### src/rtl/if_prefetch_buf.sv
// Instruction-fetch stage: single-outstanding req/ack fetcher feeding a DEPTH-entry
// {pc,insn} prefetch FIFO, with a registered decode-side output and redirect handling.
module if_prefetch_buf #(
  parameter int unsigned       DATA_W       = 32,
  parameter int unsigned       ADDR_W       = 32,
  parameter int unsigned       DEPTH        = 4,
  parameter int unsigned       INSN_BYTES   = 4,
  parameter logic [ADDR_W-1:0] RESET_VECTOR = '0,
  parameter logic [DATA_W-1:0] NOP_INSN     = '0
) (
  input  logic              clk_i,
  input  logic              rst_i,
  output logic              mem_req_o,
  output logic [ADDR_W-1:0] mem_addr_o,
  input  logic              mem_ack_i,
  input  logic [DATA_W-1:0] mem_rdata_i,
  input  logic              stall_i,
  input  logic              flush_i,
  input  logic [ADDR_W-1:0] new_pc_i,
  input  logic              br_taken_i,
  input  logic [ADDR_W-1:0] br_addr_i,
  output logic [ADDR_W-1:0] if_pc_o,
  output logic [DATA_W-1:0] if_insn_o,
  output logic              if_en_o
);

  localparam int unsigned PW = $clog2(DEPTH);
  localparam int unsigned CW = PW + 1;

  typedef enum logic [1:0] {S_IDLE, S_REQ, S_DROP} state_e;

  state_e            state_q, state_d;
  logic [ADDR_W-1:0] fpc_q, fpc_d;
  logic [ADDR_W-1:0] addr_q, addr_d;
  logic [PW-1:0]     wptr_q, wptr_d, rptr_q, rptr_d;
  logic [CW-1:0]     count_q, count_d;
  logic [ADDR_W-1:0] if_pc_q, if_pc_d;
  logic [DATA_W-1:0] if_insn_q, if_insn_d;
  logic              if_en_q, if_en_d;

  logic [ADDR_W-1:0] fifo_pc_q   [DEPTH];
  logic [DATA_W-1:0] fifo_insn_q [DEPTH];

  logic              redirect, acked, pop, bypass, push;
  logic [ADDR_W-1:0] target;

  assign redirect = !stall_i && (flush_i || br_taken_i);
  assign target   = flush_i ? new_pc_i : br_addr_i;
  assign acked    = (state_q == S_REQ) && mem_ack_i;
  assign pop      = !stall_i && !redirect && (count_q != '0);
  assign bypass   = !stall_i && !redirect && (count_q == '0) && acked;
  assign push     = acked && !redirect && !bypass;

  always_comb begin
    // NOTE: every _d gets its hold value first so no path through this block infers a latch.
    state_d   = state_q;
    fpc_d     = fpc_q;
    addr_d    = addr_q;
    wptr_d    = wptr_q;
    rptr_d    = rptr_q;
    count_d   = count_q;
    if_pc_d   = if_pc_q;
    if_insn_d = if_insn_q;
    if_en_d   = if_en_q;

    if (push) wptr_d = wptr_q + PW'(1);
    if (pop)  rptr_d = rptr_q + PW'(1);
    count_d = count_q + CW'(push) - CW'(pop);

    if (redirect) begin
      wptr_d  = '0;
      rptr_d  = '0;
      count_d = '0;
      fpc_d   = target;
    end else if (acked) begin
      fpc_d = fpc_q + ADDR_W'(INSN_BYTES);
    end

    // The request address is captured when a request starts so DROP can keep the stale one.
    unique case (state_q)
      S_IDLE: begin
        if (!redirect && count_q < CW'(DEPTH)) begin
          state_d = S_REQ;
          addr_d  = fpc_q;
        end
      end
      S_REQ: begin
        if (mem_ack_i) begin
          if (!redirect && count_d < CW'(DEPTH)) begin
            state_d = S_REQ;
            addr_d  = fpc_d;
          end else begin
            state_d = S_IDLE;
          end
        end else if (redirect) begin
          state_d = S_DROP;
        end
      end
      S_DROP: begin
        if (mem_ack_i) state_d = S_IDLE;
      end
      default: state_d = S_IDLE;
    endcase

    if (redirect) begin
      if_pc_d   = target;
      if_insn_d = NOP_INSN;
      if_en_d   = 1'b0;
    end else if (!stall_i) begin
      if (pop) begin
        if_pc_d   = fifo_pc_q[rptr_q];
        if_insn_d = fifo_insn_q[rptr_q];
        if_en_d   = 1'b1;
      end else if (bypass) begin
        if_pc_d   = addr_q;
        if_insn_d = mem_rdata_i;
        if_en_d   = 1'b1;
      end else begin
        if_insn_d = NOP_INSN;
        if_en_d   = 1'b0;
      end
    end
  end

  always_ff @(posedge clk_i) begin
    // NOTE: sequential state uses non-blocking assignments so every register samples pre-edge values.
    if (rst_i) begin
      state_q   <= S_IDLE;
      fpc_q     <= RESET_VECTOR;
      addr_q    <= RESET_VECTOR;
      wptr_q    <= '0;
      rptr_q    <= '0;
      count_q   <= '0;
      if_pc_q   <= RESET_VECTOR;
      if_insn_q <= NOP_INSN;
      if_en_q   <= 1'b0;
    end else begin
      state_q   <= state_d;
      fpc_q     <= fpc_d;
      addr_q    <= addr_d;
      wptr_q    <= wptr_d;
      rptr_q    <= rptr_d;
      count_q   <= count_d;
      if_pc_q   <= if_pc_d;
      if_insn_q <= if_insn_d;
      if_en_q   <= if_en_d;
    end
  end

  // NOTE: FIFO storage is not reset; count_q alone decides which entries are valid.
  always_ff @(posedge clk_i) begin
    if (!rst_i && push) begin
      fifo_pc_q[wptr_q]   <= addr_q;
      fifo_insn_q[wptr_q] <= mem_rdata_i;
    end
  end

  assign mem_req_o  = (state_q != S_IDLE);
  assign mem_addr_o = addr_q;
  assign if_pc_o    = if_pc_q;
  assign if_insn_o  = if_insn_q;
  assign if_en_o    = if_en_q;

endmodule
### config.mk
export PLATFORM = sky130hd
export DESIGN_NAME = if_prefetch_buf
export DESIGN_NICKNAME = d
export VERILOG_FILES = /design/src/rtl/if_prefetch_buf.sv
export SDC_FILE = /design/constraint.sdc
export NUM_CORES = 1
export LEC_CHECK = 0
export ABC_AREA = 1
export CELL_PAD_IN_SITES_DETAIL_PLACEMENT = 0
export CELL_PAD_IN_SITES_GLOBAL_PLACEMENT = 1
export CORE_ASPECT_RATIO = 0.7
export CORE_MARGIN = 10
export CORE_UTILIZATION = 44
export CTS_BUF_LIST = sky130_fd_sc_hd__clkbuf_4 sky130_fd_sc_hd__clkbuf_8
export DETAILED_ROUTE_END_ITERATION = 10
export PLACE_DENSITY = 0.81
export RECOVER_POWER = 100
export SYNTH_ARGS = -nofsm -noshare
export SYNTH_HDL_FRONTEND = slang
export SYNTH_SLANG_ARGS = --single-unit
### constraint.sdc
create_clock -name clk_i -period 8.14 [get_ports clk_i]
set_input_delay 2.442 -clock clk_i [delete_from_list [all_inputs] [get_ports clk_i]]
set_output_delay 2.442 -clock clk_i [all_outputs]
set_load 0.005 [all_outputs]
==> summary.md <==
| Metric | Value |
|---|---|
| Global-route wire length before repair | `75300 µm` |
| Reg2Reg Setup Slack | `4.06 ns` |
| Routing usage on met3 | `0.0370` |
| Share of the synthesized area in the top cell type | `0.450` |
| Initial antenna violation count | `2` |
| Clk buf depth | `3` |
| H-tree depth | `2` |
| Relative slew slack | `-1.00` |
| Post-synth EDFFs | `256` |
| Synthesized area | `17100 µm²` |
| CP Max Fanout | `34` |
| Die height | `185 µm` |
| Final Critical Period | `6.92 ns` |
| Worst-skew pair later-pin latency | `0.62 ns` |
| Core Rows | `60` |
| Setup crit end kind | `flip-flop` |
| R2r endpoint | `fifo_pc_q[1][12]$_DFFE_PP_` |
| Sw power | `1.07 mW` |
| Total GRT Usage | `0.199` |
| Synth async-reset ratio | `0` |
| Clock Root Buffer | `clkbuf_8` |
| CTS tree | `built` |
| Antenna diodes | `0` |
| Vias per std cell | `5.12` |
| Drt pass-1 iters | `7` |
| PD cells | `209 nW/µm²` |
| Starting density of the core | `0.446` |
| Post-DP HPWL | `30800 µm` |
| Seq cells post-synth | `396` |
| VDD IR-drop max | `0.000111 V` |
| Setup-failing EPs final | `0` |
| Core area | `38400 µm²` |
| GRT met2 Usage | `0.319` |
| DR vias | `13500` |
| Period utilization | `0.850` |
| Post-CTS Resized | `0` |
| Syn Inst Count | `1888` |
| Yosys Warn Count | `0` |
| Crit start category | `primary input` |
| Syn Nets | `1998` |
| Placement Cell Area | `19500 µm²` |
| # DRC | `0` |
| Status | `finished with violations` |
| Area Overhead vs Synth | `20.7%` |
| Non-filler cells, final | `2641` |
| Leak Pwr | `8.26 nW` |
| DIE AREA | `47300 µm²` |
| ANT nets after route | `0` |
| Buffers on Ports | `199` |
| Area contributors post-synth | `edfxtp_1 45%, dfxtp_1 16%, nand2_1 12%, nor2_1 5.3%, o21ai_0 4.9%` |
| Post-CTS Setup Inserts | `0` |
| Largest net degree at the start of global routing | `107` |
| Sequential-to-total area share from yosys stat | `0.614` |
| CTS Hold Bufs | `0` |
| DRT iter0 DRCs | `1032` |
| Die width | `256 µm` |
| Most frequent cell after synthesis | `nand2_1` |
| Clk pwr share | `0.373` |
| RePlAce Congestion | `0.867` |
| # IOs | `200` |
| Synth Area per Inst | `9.06 µm²` |
| Routed WL per cell | `18.2 µm` |
| Share of cells above drive strength 1 | `0.0700` |
| Setup TNS | `0 ns` |
| DRT Wirelength | `48100 µm` |
| Grt ovf | `0` |
| Commonest cells post-synth | `538 x nand2_1, 256 x edfxtp_1, 241 x nor2_1` |
| RR Startpoint | `state_q[0]$_SDFFE_PP0P_` |
| Combinational group share of total power | `0.094` |
| Layout Nets | `2175` |
| Synth unique cells | `38` |
| Type of the worst setup path | `primary input to flip-flop` |
| Reg clk slew, reported paths | `0.06 ns` |
| Internal | `3.24 mW` |
| Sequential power share | `0.532` |
| Top_reg_cell synth | `edfxtp_1` |
| Clock skew | `0.0126 ns` |
| CTS Sinks | `396` |
| RSZ-0062 raised after global routing | `no` |
| Setup crit end | `fifo_pc_q[1][12]$_DFFE_PP_` |
| Synth area leader | `edfxtp_1` |
| Cts bufs inserted | `58` |
| Arrival time worst endpoint | `7.20 ns` |
| Design area | `20600 µm²` |
| HP Class | `flip-flop to flip-flop` |
| Final core utilization | `0.538` |
| Grt peak-use layer | `met2` |
| Worst r2r path cells | `7` |
| Worst EP required | `8.42 ns` |
| Worst Setup SP | `flush_i` |
| Final Hold Fails | `0` |
| Met1 Usage GRT | `0.275` |
| Worst slew pin tran | `3.00 ns` |
| Number of global-route vias before repair | `13000` |
| Sw frac | `0.248` |
| Max_cap viols | `6` |
| Fmax achieved | `145 MHz` |
| Total power | `4.31 mW` |
| Failing checks | `max-capacitance violations, max-slew violations` |
| Placed cell count | `2532` |
| Slew Viols, Final | `197` |
-- how the worst min path moves through the flow --
stage	startpoint	end	slack, ns	cells past startpoint
2_1_floorplan	rptr_q[1]$_SDFFE_PP0N_	flip-flop	0.44	2
3_3_place_gp	rptr_q[1]$_SDFFE_PP0N_	flip-flop	0.44	2
3_5_place_dp	rptr_q[1]$_SDFFE_PP0N_	flip-flop	0.46	2
4_1_cts	rptr_q[1]$_SDFFE_PP0N_	flip-flop	0.46	2
5_1_grt	rptr_q[1]$_SDFFE_PP0N_	flip-flop	0.50	2
6_report	rptr_q[1]$_SDFFE_PP0N_	flip-flop	0.47	2
-- metal layers --
| metal | share of wire | up-vias |
|---|---|---|
| met4 | 0.015 | 2 |
| met5 | 0.00017 | - |
| li1 | - | 6661 |
| met1 | 0.46 | 6414 |
| met3 | 0.064 | 60 |
| met2 | 0.46 | 372 |
-- sequential cells by signal, indices dropped and copies added (netlist names), named ones only --
| register | cells |
|---|---|
| rptr_q | 2 |
| count_q | 3 |
| if_pc_o | 32 |
| fifo_insn_q | 128 |
| mem_addr_o | 32 |
| fpc_q | 32 |
| state_q | 2 |
| if_insn_o | 32 |
| fifo_pc_q | 128 |
| wptr_q | 2 |
| if_en_o | 1 |
-- stage by stage --
step	hold slack, ns	setup slack [ns]
final	0.468	1.22
after global routing	0.498	0.783
after CTS	0.465	1.76
after detailed placement	0.459	1.10
after global placement	0.438	1.24
after floorplan	0.436	1.66
-- logic make-up after synthesis --
family / count (synthesis) / synth area share
AO/OA/AOI/OAI: 360 / 0.114
XOR/XNOR: 12 / 0.00615
buffers and inverters: 242 / 0.0568
AND/OR/NAND/NOR: 870 / 0.203
adder cells (fa/ha/maj): 8 / 0.00629
flip-flops: 396 / 0.614
-- layout make-up --
type                       count  area (µm²)
fill                        3569       17700
sequential                   396       10500
multi-input combinational   1250        5640
timing repair buffer         219        2150
clock buffer                  95        1100
tap                          527         659
inverter                     140         527
clock inverter                14        70.1
-- cells in the final DEF (no fill, tap or decap), drive strengths merged --
master	count
nand2	542
edfxtp	256
nor2	248
o21ai	178
dfxtp	140
inv	139
dlygate4sd3	131
clkbuf	98
a21oi	83
clkdlybuf4s50	67
nand3	66
o22ai	61
a31oi	26
buf	18
clkinv	13
xor2	11
ha	7
o211ai	6
nor3	6
nand4	4
and2	3
a211oi	2
a21boi	2
clkinvlp	2
xnor2	1
o31ai	1
o2111ai	1
or2	1
fa	1
-- critical path, cell delays in order --
cell	delay (ns)
dlygate4sd3_1	0.57
inv_2	0.47
a21oi_1	0.20
inv_2	0.07
buf_4	0.39
nand3_1	0.25
inv_1	0.13
nand2_1	0.11
nor2_1	1.93
buf_4	0.58
-- power by group through the flow --
stage	Clock, mW	Combinational, mW	Sequential, mW
after floorplan	0	0.218	2.31
after global placement	0	0.421	2.34
after detailed placement	0	0.426	2.34
after CTS	1.65	0.429	2.29
after global routing	1.75	0.459	2.30
final	1.61	0.406	2.29
Note: power is estimated with default switching activity, not from simulation.
